**src/rtl/uc_limiter_pkg.sv**
```systemverilog
// Shared cached-region descriptor and membership test, also used by PMA checks elsewhere.
// Pure types/functions; no state, no latency.
package uc_limiter_pkg;

  localparam logic [63:0] HYAXIBase   = 64'h0000_0000_8000_0000;
  localparam logic [63:0] HYAXILength = 64'h0000_0000_4000_0000;

  typedef struct packed {
    logic [63:0] base;
    logic [63:0] length;
  } cached_region_t;

  // End of window is formed one bit wider so base + length can never wrap.
  function automatic logic in_region(input logic [63:0] addr, input cached_region_t r);
    logic [64:0] lim;
    lim = {1'b0, r.base} + {1'b0, r.length};
    return (addr >= r.base) && ({1'b0, addr} < lim);
  endfunction

endpackage

```
**src/rtl/uc_class_fifo.sv**
```systemverilog
// 1-bit FIFO recording the cached/uncached class of each outstanding write of one ID.
// Registered state, combinational head/full/empty; push ignored when full, pop ignored when empty.
module uc_class_fifo #(
  parameter int unsigned Depth = 8
) (
  input  logic clk_i,
  input  logic rst_i,
  input  logic push_i,
  input  logic pop_i,
  input  logic data_i,
  output logic data_o,
  output logic full_o,
  output logic empty_o
);

  localparam int unsigned PtrW = $clog2(Depth);

  logic [Depth-1:0] mem_q, mem_d;
  logic [PtrW:0]    wr_ptr_q, wr_ptr_d;
  logic [PtrW:0]    rd_ptr_q, rd_ptr_d;

  // Extra pointer MSB separates the full and empty cases at equal indices.
  assign empty_o = (wr_ptr_q == rd_ptr_q);
  assign full_o  = (wr_ptr_q[PtrW] != rd_ptr_q[PtrW]) &&
                   (wr_ptr_q[PtrW-1:0] == rd_ptr_q[PtrW-1:0]);
  assign data_o  = mem_q[rd_ptr_q[PtrW-1:0]];

  always_comb begin
    mem_d    = mem_q;
    wr_ptr_d = wr_ptr_q;
    rd_ptr_d = rd_ptr_q;
    if (push_i && !full_o) begin
      mem_d[wr_ptr_q[PtrW-1:0]] = data_i;
      wr_ptr_d = wr_ptr_q + 1'b1;
    end
    if (pop_i && !empty_o) begin
      rd_ptr_d = rd_ptr_q + 1'b1;
    end
  end

  always_ff @(posedge clk_i) begin
    if (rst_i) begin
      mem_q    <= '0;
      wr_ptr_q <= '0;
      rd_ptr_q <= '0;
    end else begin
      mem_q    <= mem_d;
      wr_ptr_q <= wr_ptr_d;
      rd_ptr_q <= rd_ptr_d;
    end
  end

endmodule

```
**src/rtl/axi_uc_store_limiter.sv**
```systemverilog
// Caps outstanding uncached AXI writes; zero-latency combinational AW gate, stalls AW (valid and ready low) at budget or per-ID FIFO full.
// Optional stall statistics counter built when UC_LIMITER_STATS_EN is defined.
module axi_uc_store_limiter
  import uc_limiter_pkg::*;
#(
  parameter int unsigned AxiIdWidth   = 4,
  parameter int unsigned AxiAddrWidth = 64,
  parameter int unsigned MaxUncached  = 7,
  parameter int unsigned MaxPerId     = 8,
  parameter logic [63:0] CachedBase   = HYAXIBase,
  parameter logic [63:0] CachedLength = HYAXILength
) (
  input  logic                               clk_i,
  input  logic                               rst_i,
  input  logic                               aw_valid_i,
  output logic                               aw_ready_o,
  input  logic [AxiIdWidth-1:0]              aw_id_i,
  input  logic [AxiAddrWidth-1:0]            aw_addr_i,
  output logic                               aw_valid_o,
  input  logic                               aw_ready_i,
  input  logic                               b_valid_i,
  input  logic                               b_ready_i,
  input  logic [AxiIdWidth-1:0]              b_id_i,
  output logic [$clog2(MaxUncached+1)-1:0]   uc_cnt_o,
  output logic                               err_o,
  output logic [31:0]                        stall_cnt_o
);

  localparam int unsigned    UcW    = $clog2(MaxUncached + 1);
  localparam int unsigned    NumIds = 1 << AxiIdWidth;
  localparam cached_region_t Region = '{base: CachedBase, length: CachedLength};

  logic [NumIds-1:0] fifo_full, fifo_empty, fifo_data, fifo_push, fifo_pop;
  logic [UcW-1:0]    uc_cnt_q, uc_cnt_d;
  logic              err_q, err_d;
  logic              uc, stall, aw_hs, b_hs, pop_ok, pop_uc;

  assign uc    = !in_region(64'(aw_addr_i), Region);
  assign stall = aw_valid_i && ((uc && (uc_cnt_q == UcW'(MaxUncached))) || fifo_full[aw_id_i]);

  assign aw_valid_o = aw_valid_i && !stall;
  assign aw_ready_o = aw_ready_i && !stall;

  assign aw_hs  = aw_valid_o && aw_ready_i;
  assign b_hs   = b_valid_i && b_ready_i;
  assign pop_ok = b_hs && !fifo_empty[b_id_i];
  assign pop_uc = pop_ok && fifo_data[b_id_i];

  always_comb begin
    fifo_push = '0;
    fifo_pop  = '0;
    if (aw_hs)  fifo_push[aw_id_i] = 1'b1;
    if (pop_ok) fifo_pop[b_id_i]   = 1'b1;
  end

  // A B with nothing outstanding on its ID is flagged and otherwise ignored.
  always_comb begin
    uc_cnt_d = uc_cnt_q;
    unique case ({aw_hs && uc, pop_uc})
      2'b10:   uc_cnt_d = uc_cnt_q + 1'b1;
      2'b01:   uc_cnt_d = uc_cnt_q - 1'b1;
      default: uc_cnt_d = uc_cnt_q;
    endcase
    err_d = err_q | (b_hs && fifo_empty[b_id_i]);
  end

  always_ff @(posedge clk_i) begin
    if (rst_i) begin
      uc_cnt_q <= '0;
      err_q    <= 1'b0;
    end else begin
      uc_cnt_q <= uc_cnt_d;
      err_q    <= err_d;
    end
  end

  assign uc_cnt_o = uc_cnt_q;
  assign err_o    = err_q;

  for (genvar g = 0; g < NumIds; g++) begin : g_id
    uc_class_fifo #(
      .Depth (MaxPerId)
    ) u_fifo (
      .clk_i   (clk_i),
      .rst_i   (rst_i),
      .push_i  (fifo_push[g]),
      .pop_i   (fifo_pop[g]),
      .data_i  (uc),
      .data_o  (fifo_data[g]),
      .full_o  (fifo_full[g]),
      .empty_o (fifo_empty[g])
    );
  end

`ifdef UC_LIMITER_STATS_EN
  logic [31:0] stall_cnt_q, stall_cnt_d;

  always_comb begin
    stall_cnt_d = stall_cnt_q;
    if (aw_valid_i && stall && (stall_cnt_q != 32'hFFFF_FFFF)) begin
      stall_cnt_d = stall_cnt_q + 32'd1;
    end
  end

  always_ff @(posedge clk_i) begin
    if (rst_i) stall_cnt_q <= '0;
    else       stall_cnt_q <= stall_cnt_d;
  end

  assign stall_cnt_o = stall_cnt_q;
`else
  assign stall_cnt_o = 32'd0;
`endif

endmodule
```
**config.mk**
```make
export PLATFORM = sky130hd
export DESIGN_NAME = axi_uc_store_limiter
export DESIGN_NICKNAME = d
export VERILOG_FILES = /design/src/rtl/uc_limiter_pkg.sv /design/src/rtl/uc_class_fifo.sv /design/src/rtl/axi_uc_store_limiter.sv
export SDC_FILE = /design/constraint.sdc
export NUM_CORES = 1
export LEC_CHECK = 0
export BUFFER_PORTS_ARGS = -buffer_cell sky130_fd_sc_hd__buf_2
export CAP_MARGIN = 20
export CORE_ASPECT_RATIO = 1.5
export CORE_MARGIN = 2
export CORE_UTILIZATION = 65
export CTS_BUF_LIST = sky130_fd_sc_hd__clkbuf_2
export CTS_CLUSTER_SIZE = 14
export DETAILED_ROUTE_END_ITERATION = 6
export GPL_TIMING_DRIVEN = 0
export MAX_ROUTING_LAYER = met4
export PLACE_DENSITY = 0.9
export SETUP_SLACK_MARGIN = 0.4
export SLEW_MARGIN = 20
export SYNTH_ARGS = -nofsm -noshare
export SYNTH_HDL_FRONTEND = slang
export SYNTH_SLANG_ARGS = --single-unit
```
**constraint.sdc**
```tcl
create_clock -name clk_i -period 5.3 [get_ports clk_i]
set_clock_uncertainty 0.15 [all_clocks]
set_input_delay 0.795 -clock clk_i [delete_from_list [all_inputs] [get_ports clk_i]]
set_output_delay 0.795 -clock clk_i [all_outputs]
set_load 0.01 [all_outputs]
```
==> summary.txt <==
Timing
  – Pins Over Slew Limit: 0
  – Min Clock Period, post-route: 4.67 ns
  – Final setup vio count: 0
  – FMAX: 214 MHz
  – Setup TNS: 0 ns
  – Final Hold Viols: 0
  – Final worst-path cycle share: 88.2%
  – Least-Margin Pin Slew: between 0.9 and 1 ns
  – Unrepaired setup endpoints after global routing: no
  – Rel. slew slack: 34.4%
  – WHS: 0.168 ns

Place
  – Placer congestion estimate: 1.02
  – Placed instance area: approximately 15000 um^2
  – Final HPWL DP: 30700 um
  – Port Buffer Count: 50

Worst setup path
  – R2R depth: 16
  – Arrival time worst endpoint: ~3.7 ns
  – CP required: ~4.4 ns
  – Critical-path cell list: buf_2 > xnor2_1 > and4b_1 > mux2i_4 > o22a_1 > buf_4 > nand2_4 > buf_2 > a211oi_2 > and2_1 > buf_2
  – Crit start category: flip-flop
  – Most used cell, CP: buf_2
  – CP Max Fanout: 10
  – Slowest library cell on the worst path: a211oi_2
  – FF-to-FF Start: g_id[5].u_fifo.wr_ptr_q[2]
  – CP Class: reg -> out
  – Reg-to-reg endpoint: uc_cnt_o[2]
  – Crit. End Element: primary output
  – Reg-to-reg setup timing slack: about 1.3 ns
  – Largest stage delay, worst path: 0.42 ns

Hold path
  – Worst hold endpoint: err_o
  – Hold Crit Depth: 3
  – Worst hold path type: in -> reg
  – Hold_sp: b_ready_i

Route
  – Routed wire per std cell: 21.2 um
  – Via density: 6.55
  – Vias: ~13000
  – Initial DRT Pass Iterations: 6
  – Routed wl met3: 3480 um
  – DRT met1 WL: roughly 15000 um
  – Final ANT Viol Nets: 0
  – Metal2 WL: about 20000 um
  – WL final: 42700 um
  – Drt initial violations: 1199
  – Uppermost layer routed: met4
  – Drc violations: 0

Clock network
  – TritonCTS Sinks: 260
  – H-tree levels: 2
  – Post-CTS Hold Buffers: 0
  – Total CTS buffers: 61
  – Clock buffer depth: 3
  – Root buffer cell: clkbuf_2
  – Skew-Pair Late Insertion Delay: between 0.9 and 1 ns
  – Worst-path clk slew: 0.11 ns
  – CTS tree: built

Layout
  – Area delta synth->final: 8.52%
  – Commonest non-fill, non-tap cells in the layout: 260 x dfxtp_1, 196 x nor2_1, 102 x mux2i_1
  – Most common cell after layout, fill and taps aside: dfxtp_1
  – Cell area after layout: ~16000 um^2
  – Layout cells sized above 1: about 16%
  – Total Nets Final: 1819

Power
  – VDD IR-drop max: 0.227 mV
  – LEAKAGE: 6.15 nW
  – Power Density: 223 nW/um^2

Yosys
  – Avg Inst Size Synth: between 9 and 10 um^2
  – Synth Instances: 1563
  – Synth Warn #: 0
  – Distinct cells, synth: 65
  – Register bit total from synthesis: 260
  – Synth area leader: dfxtp_1
  – Main synth FF type: dfxtp_1
  – Top cell type's share of synthesized area: 36.2%
  – Synth async-reset ratio: 0%
  – Post-synth EDFFs: 0
  – Top post-synthesis cells by area: dfxtp_1 36%, mux2i_1 7.1%, mux4_2 5.2%
  – Synth Cell Area: roughly 14000 um^2
  – Seq/Total Area, Yosys: ~36%

Global route
  – Largest net degree at the start of global routing: 16
  – First-pass GRT wire length: 65800 um
  – Initial antenna violation count: 1
  – Tot GR Track Use: 36.5%
  – Vias in the first global route: 12800
  – GRT overflow: 0

Status
  – Status: complete, no violations

Die
  – Die Span Y: 186 um
  – Core Region: 21700 um^2
  – Die ar.: 23400 um^2
  – # IOs: approximately 120
  – Die width: 125 um
  – Cell Rows: 66
  – Initial core utilization: 66.2%

Job
  – Max Cap Violations: 0
==> worst max-delay path: cells and delay by family, from the launching register on <==
family                    cells  cell delay, ns
AOI/OAI and AO/OA             2            0.65
xor gates and xnor gates      1            0.16
buffers and inverters         4            0.81
DFF                           1            0.31
muxes                         1            0.24
and+or+nand+nor               3            0.62
==> registers in the layout (all words and copies together) (netlist names) <==
register / cells
g_id.u_fifo.wr_ptr_q: 64
err_o: 1
uc_cnt_o: 3
g_id.u_fifo.mem_q: 128
g_id.u_fifo.rd_ptr_q: 64
==> cell type report <==
cell class / count / area [um^2]
multi-input combinational: 1164 / 8480
fill: 1672 / 6110
sequential: 260 / 5200
buffer: 150 / 747
clock buffer: 86 / 430
tap: 272 / 340
timing repair buffer: 50 / 250
inverter: 20 / 75.1
clock inverter: 12 / 71.3
antenna: 2 / 5.00
==> stage by stage <==
step           setup WS [ns]  instances  power (mW)  util [%]
2_1_floorplan           1.76       1594        2.15         -
3_3_place_gp           0.706       1916        2.23      69.5
3_5_place_dp           0.640       1916        2.24      69.5
4_1_cts                0.531       2014        3.47      71.8
5_1_grt                0.593       2015        3.58      71.8
6_report               0.627       2016        3.48      71.9
==> kinds of logic after synthesis <==
logic type,Yosys count,share of synthesized area [%]
simple gates,612,23.5
flops,260,36.2
compound gates,192,9.34
buf+inv,170,5.72
xor+xnor,150,9.14
mux,144,13.1
fa+ha+maj,34,3.01
other cells,1,0.0261
==> Yosys cell counts, types with 6 or more instances <==
master and instances:
nor4b_1 8, nand2b_1 59, buf_4 37, nor3_1 51, or3_1 7, nand3b_1 7
nor3b_1 17, o21ai_0 14, nand4_1 57, dfxtp_1 260, a211o_1 6, nor2_1 196
and2_1 8, a31oi_1 17, nor4_2 7, nor2b_1 14, xor2_1 76, buf_1 6
nor4_1 28, and3_1 17, inv_1 19, mux4_2 33, a211oi_1 11, ha_1 33
and4_1 10, mux2i_1 102, nor3_2 8, a21oi_1 58, nand2_1 60, buf_2 19
a311oi_1 58, clkbuf_1 81, xnor2_1 74, nand3_1 33, mux2_2 8
==> power by group <==
group	switching [mW]	internal [mW]	leakage, nW
Sequential	0.00518	1.96	2.09
Clock	0.802	0.475	0.391
Combinational	0.169	0.0742	3.67
==> timing repair <==
action | 4_1_cts | 5_1_grt
setup endpoints to repair | 0 | 1
buffers inserted | 0 | 0
resized for setup | 0 | 1
endpoints found under the hold margin | 0 | 0
==> worst max-delay path by stage <==
stage                               startpoint           to  cells past startpoint
floorplan                            b_id_i[1]  uc_cnt_o[2]                     13
global route        g_id[5].u_fifo.wr_ptr_q[1]   aw_valid_o                     11
finish              g_id[5].u_fifo.wr_ptr_q[2]   aw_valid_o                     11
CTS                 g_id[5].u_fifo.wr_ptr_q[2]   aw_valid_o                     11
global placement                     b_id_i[0]  uc_cnt_o[2]                     13
detailed placement                   b_id_i[0]  uc_cnt_o[2]                     15
==> layer usage <==
metal,vias up,track usage (%)
met5,-,-
met4,0,26.4
met3,270,5.95
met2,787,62.7
met1,6238,38.1
li1,5911,-
Power figures use the tool's default switching activity.
